### src/rtl/mem_stage_pkg.sv
// Shared types for the memory stage: mem_op_t encoding, FSM states
// and access-class predicates used by mem_stage and load_align.
package mem_stage_pkg;

    localparam int XLEN_W = 32;
    localparam int RD_W_W = 5;
    localparam int OP_W   = 4;

    typedef enum logic [OP_W-1:0] {
        OP_NONE = 4'd0,
        OP_LB   = 4'd1,
        OP_LH   = 4'd2,
        OP_LW   = 4'd3,
        OP_LBU  = 4'd4,
        OP_LHU  = 4'd5,
        OP_SB   = 4'd6,
        OP_SH   = 4'd7,
        OP_SW   = 4'd8
    } mem_op_t;

    typedef enum logic [1:0] {
        S_IDLE   = 2'd0,
        S_REQ    = 2'd1,
        S_WAIT_R = 2'd2
    } state_t;

    function automatic logic is_load(input mem_op_t op);
        return (op == OP_LB) || (op == OP_LH) || (op == OP_LW) ||
               (op == OP_LBU) || (op == OP_LHU);
    endfunction

    function automatic logic is_store(input mem_op_t op);
        return (op == OP_SB) || (op == OP_SH) || (op == OP_SW);
    endfunction

    function automatic logic is_half(input mem_op_t op);
        return (op == OP_LH) || (op == OP_LHU) || (op == OP_SH);
    endfunction

    function automatic logic is_word(input mem_op_t op);
        return (op == OP_LW) || (op == OP_SW);
    endfunction

    function automatic logic is_misaligned(input mem_op_t op,
                                           input logic [1:0] off);
        return (is_half(op) && off[0]) || (is_word(op) && (off != 2'b00));
    endfunction

endpackage

### src/rtl/mem_stage_load_align.sv
// load_align: picks the byte/half at the access offset out of the
// returned word and sign- or zero-extends it to XLEN.
module load_align
    import mem_stage_pkg::*;
#(
    parameter int XLEN = XLEN_W
) (
    input  logic [XLEN-1:0] rdata_i,
    input  logic [1:0]      off_i,
    input  mem_op_t         op_i,
    output logic [XLEN-1:0] data_o
);

    logic [7:0]  b_sel;
    logic [15:0] h_sel;

    always_comb begin
        b_sel  = rdata_i[{off_i, 3'b000} +: 8];
        h_sel  = rdata_i[{off_i[1], 4'b0000} +: 16];
        data_o = rdata_i;
        unique case (1'b1)
            (op_i == OP_LB):  data_o = {{(XLEN-8){b_sel[7]}}, b_sel};
            (op_i == OP_LBU): data_o = {{(XLEN-8){1'b0}}, b_sel};
            (op_i == OP_LH):  data_o = {{(XLEN-16){h_sel[15]}}, h_sel};
            (op_i == OP_LHU): data_o = {{(XLEN-16){1'b0}}, h_sel};
            default:          data_o = rdata_i;
        endcase
    end

endmodule

### src/rtl/mem_stage.sv
// mem_stage: load/store over a req/gnt/rvalid port, one WB beat per op.
// Optional MEM_MISALIGN_TRAP_EN adds EXC_MISALIGN instead of masking offsets.
module mem_stage
    import mem_stage_pkg::*;
#(
    parameter int XLEN = XLEN_W,
    parameter int RD_W = RD_W_W
) (
    input  logic            CLK,
    input  logic            RSTN,
    input  logic            IN_VALID,
    output logic            IN_READY,
    input  logic [3:0]      IN_OP,
    input  logic [XLEN-1:0] IN_RESULT,
    input  logic [XLEN-1:0] IN_STORE_VAL,
    input  logic [RD_W-1:0] IN_RD,
    output logic            DMEM_REQ,
    output logic            DMEM_WE,
    output logic [XLEN-1:0] DMEM_ADDR,
    output logic [XLEN-1:0] DMEM_WDATA,
    output logic [3:0]      DMEM_WSTRB,
    input  logic            DMEM_GNT,
    input  logic            DMEM_RVALID,
    input  logic [XLEN-1:0] DMEM_RDATA,
    output logic            WB_VALID,
    output logic [RD_W-1:0] WB_RD,
    output logic [XLEN-1:0] WB_DATA
`ifdef MEM_MISALIGN_TRAP_EN
    ,
    output logic            EXC_MISALIGN
`endif
);

    state_t          state_q;
    mem_op_t         op_q;
    logic [1:0]      off_q;
    logic [RD_W-1:0] rd_q;
    logic            req_q;
    logic            we_q;
    logic [XLEN-1:0] addr_q;
    logic [XLEN-1:0] wdata_q;
    logic [3:0]      wstrb_q;
    logic            wb_valid_q;
    logic [RD_W-1:0] wb_rd_q;
    logic [XLEN-1:0] wb_data_q;

    mem_op_t         op_in;
    logic [1:0]      off_d;
    logic [3:0]      wstrb_d;
    logic [XLEN-1:0] wdata_d;
    logic            trap;
    logic            is_mem;
    logic [XLEN-1:0] ld_data;

    // Offsets are masked down to the access width when not trapping.
    always_comb begin
        op_in   = mem_op_t'(IN_OP);
        is_mem  = is_load(op_in) || is_store(op_in);
        off_d   = IN_RESULT[1:0];
        if (is_word(op_in)) begin
            off_d = 2'b00;
        end else if (is_half(op_in)) begin
            off_d[0] = 1'b0;
        end
        wstrb_d = 4'h0;
        wdata_d = IN_STORE_VAL;
        unique case (1'b1)
            (op_in == OP_SB): begin
                wstrb_d = 4'b0001 << off_d;
                wdata_d = XLEN'({4{IN_STORE_VAL[7:0]}});
            end
            (op_in == OP_SH): begin
                wstrb_d = 4'b0011 << off_d;
                wdata_d = XLEN'({2{IN_STORE_VAL[15:0]}});
            end
            (op_in == OP_SW): wstrb_d = 4'hF;
            default: ;
        endcase
`ifdef MEM_MISALIGN_TRAP_EN
        trap = is_misaligned(op_in, IN_RESULT[1:0]);
`else
        trap = 1'b0;
`endif
    end

    load_align #(.XLEN(XLEN)) u_load_align (
        .rdata_i (DMEM_RDATA),
        .off_i   (off_q),
        .op_i    (op_q),
        .data_o  (ld_data)
    );

`ifdef MEM_MISALIGN_TRAP_EN
    logic exc_q;
    always_ff @(posedge CLK or negedge RSTN) begin
        if (!RSTN) begin
            exc_q <= 1'b0;
        end else begin
            exc_q <= (state_q == S_IDLE) && IN_VALID && trap;
        end
    end
    assign EXC_MISALIGN = exc_q;
`endif

    always_ff @(posedge CLK or negedge RSTN) begin
        if (!RSTN) begin
            state_q    <= S_IDLE;
            op_q       <= OP_NONE;
            off_q      <= 2'b00;
            rd_q       <= '0;
            req_q      <= 1'b0;
            we_q       <= 1'b0;
            addr_q     <= '0;
            wdata_q    <= '0;
            wstrb_q    <= 4'h0;
            wb_valid_q <= 1'b0;
            wb_rd_q    <= '0;
            wb_data_q  <= '0;
        end else begin
            wb_valid_q <= 1'b0;
            unique case (state_q)
                S_IDLE: begin
                    if (IN_VALID && !trap) begin
                        if (is_mem) begin
                            op_q    <= op_in;
                            off_q   <= off_d;
                            rd_q    <= IN_RD;
                            req_q   <= 1'b1;
                            we_q    <= is_store(op_in);
                            addr_q  <= {IN_RESULT[XLEN-1:2], 2'b00};
                            wdata_q <= wdata_d;
                            wstrb_q <= wstrb_d;
                            state_q <= S_REQ;
                        end else if (IN_RD != '0) begin
                            wb_valid_q <= 1'b1;
                            wb_rd_q    <= IN_RD;
                            wb_data_q  <= IN_RESULT;
                        end
                    end
                end
                S_REQ: begin
                    if (DMEM_GNT) begin
                        req_q   <= 1'b0;
                        state_q <= we_q ? S_IDLE : S_WAIT_R;
                    end
                end
                S_WAIT_R: begin
                    if (DMEM_RVALID) begin
                        if (rd_q != '0) begin
                            wb_valid_q <= 1'b1;
                            wb_rd_q    <= rd_q;
                            wb_data_q  <= ld_data;
                        end
                        state_q <= S_IDLE;
                    end
                end
                default: state_q <= S_IDLE;
            endcase
        end
    end

    // Memory contract: read data never returns in the grant cycle.
    a_no_rvalid_with_gnt: assert property (
        @(posedge CLK) disable iff (!RSTN) !(DMEM_GNT && DMEM_RVALID)
    );

    assign IN_READY   = (state_q == S_IDLE);
    assign DMEM_REQ   = req_q;
    assign DMEM_WE    = we_q;
    assign DMEM_ADDR  = addr_q;
    assign DMEM_WDATA = wdata_q;
    assign DMEM_WSTRB = wstrb_q;
    assign WB_VALID   = wb_valid_q;
    assign WB_RD      = wb_rd_q;
    assign WB_DATA    = wb_data_q;

endmodule

### config.mk
export PLATFORM = sky130hd
export DESIGN_NAME = mem_stage
export DESIGN_NICKNAME = d
export VERILOG_FILES = /design/src/rtl/mem_stage_pkg.sv /design/src/rtl/mem_stage_load_align.sv /design/src/rtl/mem_stage.sv
export SDC_FILE = /design/constraint.sdc
export NUM_CORES = 1
export LEC_CHECK = 0
export BUFFER_PORTS_ARGS = -buffer_cell sky130_fd_sc_hd__buf_2
export CAP_MARGIN = 25
export CELL_PAD_IN_SITES_DETAIL_PLACEMENT = 1
export CELL_PAD_IN_SITES_GLOBAL_PLACEMENT = 1
export CORE_MARGIN = 5
export CORE_UTILIZATION = 38
export DETAILED_ROUTE_END_ITERATION = 16
export PLACE_DENSITY_LB_ADDON = 0.1
export SETUP_SLACK_MARGIN = 0.2
export SYNTH_ARGS = -nofsm -noshare
export SYNTH_HDL_FRONTEND = slang
export SYNTH_HIERARCHICAL = 1
export SYNTH_SLANG_ARGS = --single-unit
### constraint.sdc
create_clock -name CLK -period 2.7 [get_ports CLK]
set_input_delay 0.675 -clock CLK [delete_from_list [all_inputs] [get_ports CLK]]
set_output_delay 0.675 -clock CLK [all_outputs]
set_load 0.005 [all_outputs]
==> reports/qor.yml <==
routing:
  route.detailed.wl_per_inst_um: 19.1
  vias: 5261
  vias_per_cell: 5.03
  drtIter0Drc: 214
  drc: 0
  drt-pass1-iter-count: 4
  drt-total-wl_um: 20000
  ant_nets: 0
critical_path:
  cp-end-kind: "flip-flop"
  path_cells: "nor4bb_1 > or2_2 > a21oi_1 > a21o_1 > mux2_2 > mux2_4"
  cp.required_ns: 2.99
  startpoint_type: "flip-flop"
  critPathMaxFanout: 10
  crit_arrival_ns: 2.57
  critPathMaxStageDelay_ns: 0.54
  cp_slowest_cell: "dfrtp_1"
  criticalPathCategory: "reg -> reg"
synthesis:
  synth-edff-count: 0
  synth_top_area_frac: 0.481
  seq_area_frac_synth: 0.481
  avgSynthCellArea_um2: 10.2
  synth_cell_types: 55
  synthArstFlopShare: 1.00
  synth_seq_cells: 119
  synth_cells: 605
  yosysMostFrequentCell: "nand2_1"
  yosys_warnings: 6
  synth_common_cells: "197 x nand2_1, 119 x dfrtp_1, 62 x mux2_2, 31 x mux2i_1, 26 x o21ai_0"
  yosys-top-cells-area: "dfrtp_1 48%, nand2_1 12%, mux2_2 11%, mux2i_1 5.0%, mux2_4 4.6%"
  synth-main-ff-cell: "dfrtp_1"
  yosysTopAreaCell: "dfrtp_1"
  syn-cell-area_mm2: 0.00619
cts:
  clock_sinks: 119
  cts-root-buf: "clkbuf_16"
  cts_max_path_buffers: 2
  post_cts_buffers: 0
  ctsHoldBuffers: 0
  tritoncts: "yes"
  numCtsBuffers: 17
  clkSlewWorstSetupHoldPaths_ns: 0.05
  htree_levels: 4
  clkLatencyLatePin_ns: 0.41
sta:
  tightest_slew_ns: 0.624
  fin_crit_sh: 0.844
  fin_worst_skew_ns: 0.00644
  fmax_mhz: 439
  relSlewSlack: 0.584
  layout_min_cycle_time_ns: 2.28
  drv_slew: 0
  setup_viol: 0
  timing.hold.ws_ns: 0.277
  timing.final.hold_violations: 0
  tns_ns: 0
  rsz0062_at_grt: "false"
final_layout:
  nets: 927
  multi_input_area_mm2: 0.00296
  seqCellArea_mm2: 0.00298
  drive_gt1_frac: 0.433
  areaGrowthSynthToFinish_pct: 31.4
  fill_cells: 1881
  stdcell_count: 1045
die:
  die_height_um: 138
  row_count: 46
  core_area_mm2: 0.0159
  pin_count: 219
  fp.dieW_um: 138
  start_util: 0.388
  die-area_mm2: 0.0189
power:
  peakVddDrop_v: 0.000536
  p_per_area_mw_per_mm2: 1050
  power_leakage_nw: 4.20
  design_power_total_mw: 8.55
global_route:
  grt_antenna_before_repair: 3
  grt_use_total: 0.211
  grt_max_degree: 45
  grt_overflow_total: 0
  grt_pass1_wl_um: 30900
  grt_pass1_vias: 5683
placed_design:
  portBuffers: 216
  place_inst: 1014
  gp_congestion: 0.835
  dp_hpwl_um: 15300
outcome:
  outcome: "completed"
run:
  drv_cap: 0
worst_hold_path:
  hp-class: "in -> async"
==> layout make-up <==
type	count	area share
flip-flops and latches	119	0.366
multi-input cells	436	0.364
repair buffers	238	0.166
clock buffers	24	0.0617
well taps	216	0.0332
clock inverters	4	0.00554
inverters	5	0.00231
diodes	3	0.000923
==> worst max-delay path: cells and delay by family (launching register included) <==
kind,cells,cell delay [ns]
AOI/OAI and AO/OA,2,0.33
DFF,1,0.54
and+or+nand+nor,2,0.75
muxes,2,0.54
==> registers in the layout, indices dropped and copies added, names as in the netlist, 4 cells and up <==
name / count
DMEM_ADDR: 30
DMEM_WDATA: 32
DMEM_WSTRB: 4
WB_DATA: 32
WB_RD: 5
op_q: 4
rd_q: 5
==> stage by stage <==
stage | util | worst slack, ns | instance area [µm²]
CTS | 0.510 | 0.239 | 8120
floorplan | - | 0.238 | 6190
global route | 0.510 | 0.319 | 8130
detailed placement | 0.475 | 0.149 | 7580
finish | 0.510 | 0.421 | 8130
global placement | 0.475 | 0.200 | 7580
==> layer usage <==
layer	global-route usage	vias to the layer above	wire length [µm]
li1	-	2495	-
met1	0.276	2585	8720
met2	0.343	149	9750
met3	0.0475	30	1110
met4	0.0798	2	376
met5	0	-	7
==> cell families after synthesis <==
group,share of synthesized area
and+or+nand+nor,0.159
muxes,0.213
xor gates and xnor gates,0.00283
AOI/OAI and AO/OA,0.0976
buffers and inverters,0.0459
DFF,0.481
other,0.000606
==> layout by cell type, fill, tap and decap left out, types with 3 or more instances in the layout <==
cell       synthesis  final
o211ai_1          10     10
mux2_2            62     62
nor2_1            10     10
buf_2             18    215
inv_1              5      5
buf_4              4     15
mux2i_1           31     31
diode_2            0      3
mux2_4            19     19
clkbuf_16          0     17
a21o_1            17     17
a22oi_1            7      7
clkinv_2           0      3
clkbuf_8           0      5
buf_12             2      8
a221o_1            7      7
dfrtp_1          119    119
nand2_1          197    197
o21ai_0           26     26
==> what timing repair did <==
| item | CTS | global route |
|---|---|---|
| resized for setup | 0 | 1 |
| endpoints found under the setup margin | 0 | 22 |
| endpoints found under the hold margin | 0 | 0 |
==> path summary, 6_finish.rpt <==
path,startpoint,end,slack [ns],cells past startpoint
worst max-delay path,op_q[0],WB_DATA[7],0.42,6
worst min-delay path,RSTN,DMEM_WDATA[23],0.28,1
worst max register to register,op_q[0],WB_DATA[7],0.42,6
worst min register to register,DMEM_ADDR[8],DMEM_ADDR[8],0.47,2
max in group asynchronous,RSTN,DMEM_ADDR[16],1.74,2
min in group CLK,DMEM_ADDR[8],DMEM_ADDR[8],0.47,2
==> report_power, final <==
group	switching, mW	internal [mW]
logic	1.61	1.73
registers	0.517	2.58
clock network	0.753	1.36
Power figures use the tool's default switching activity.
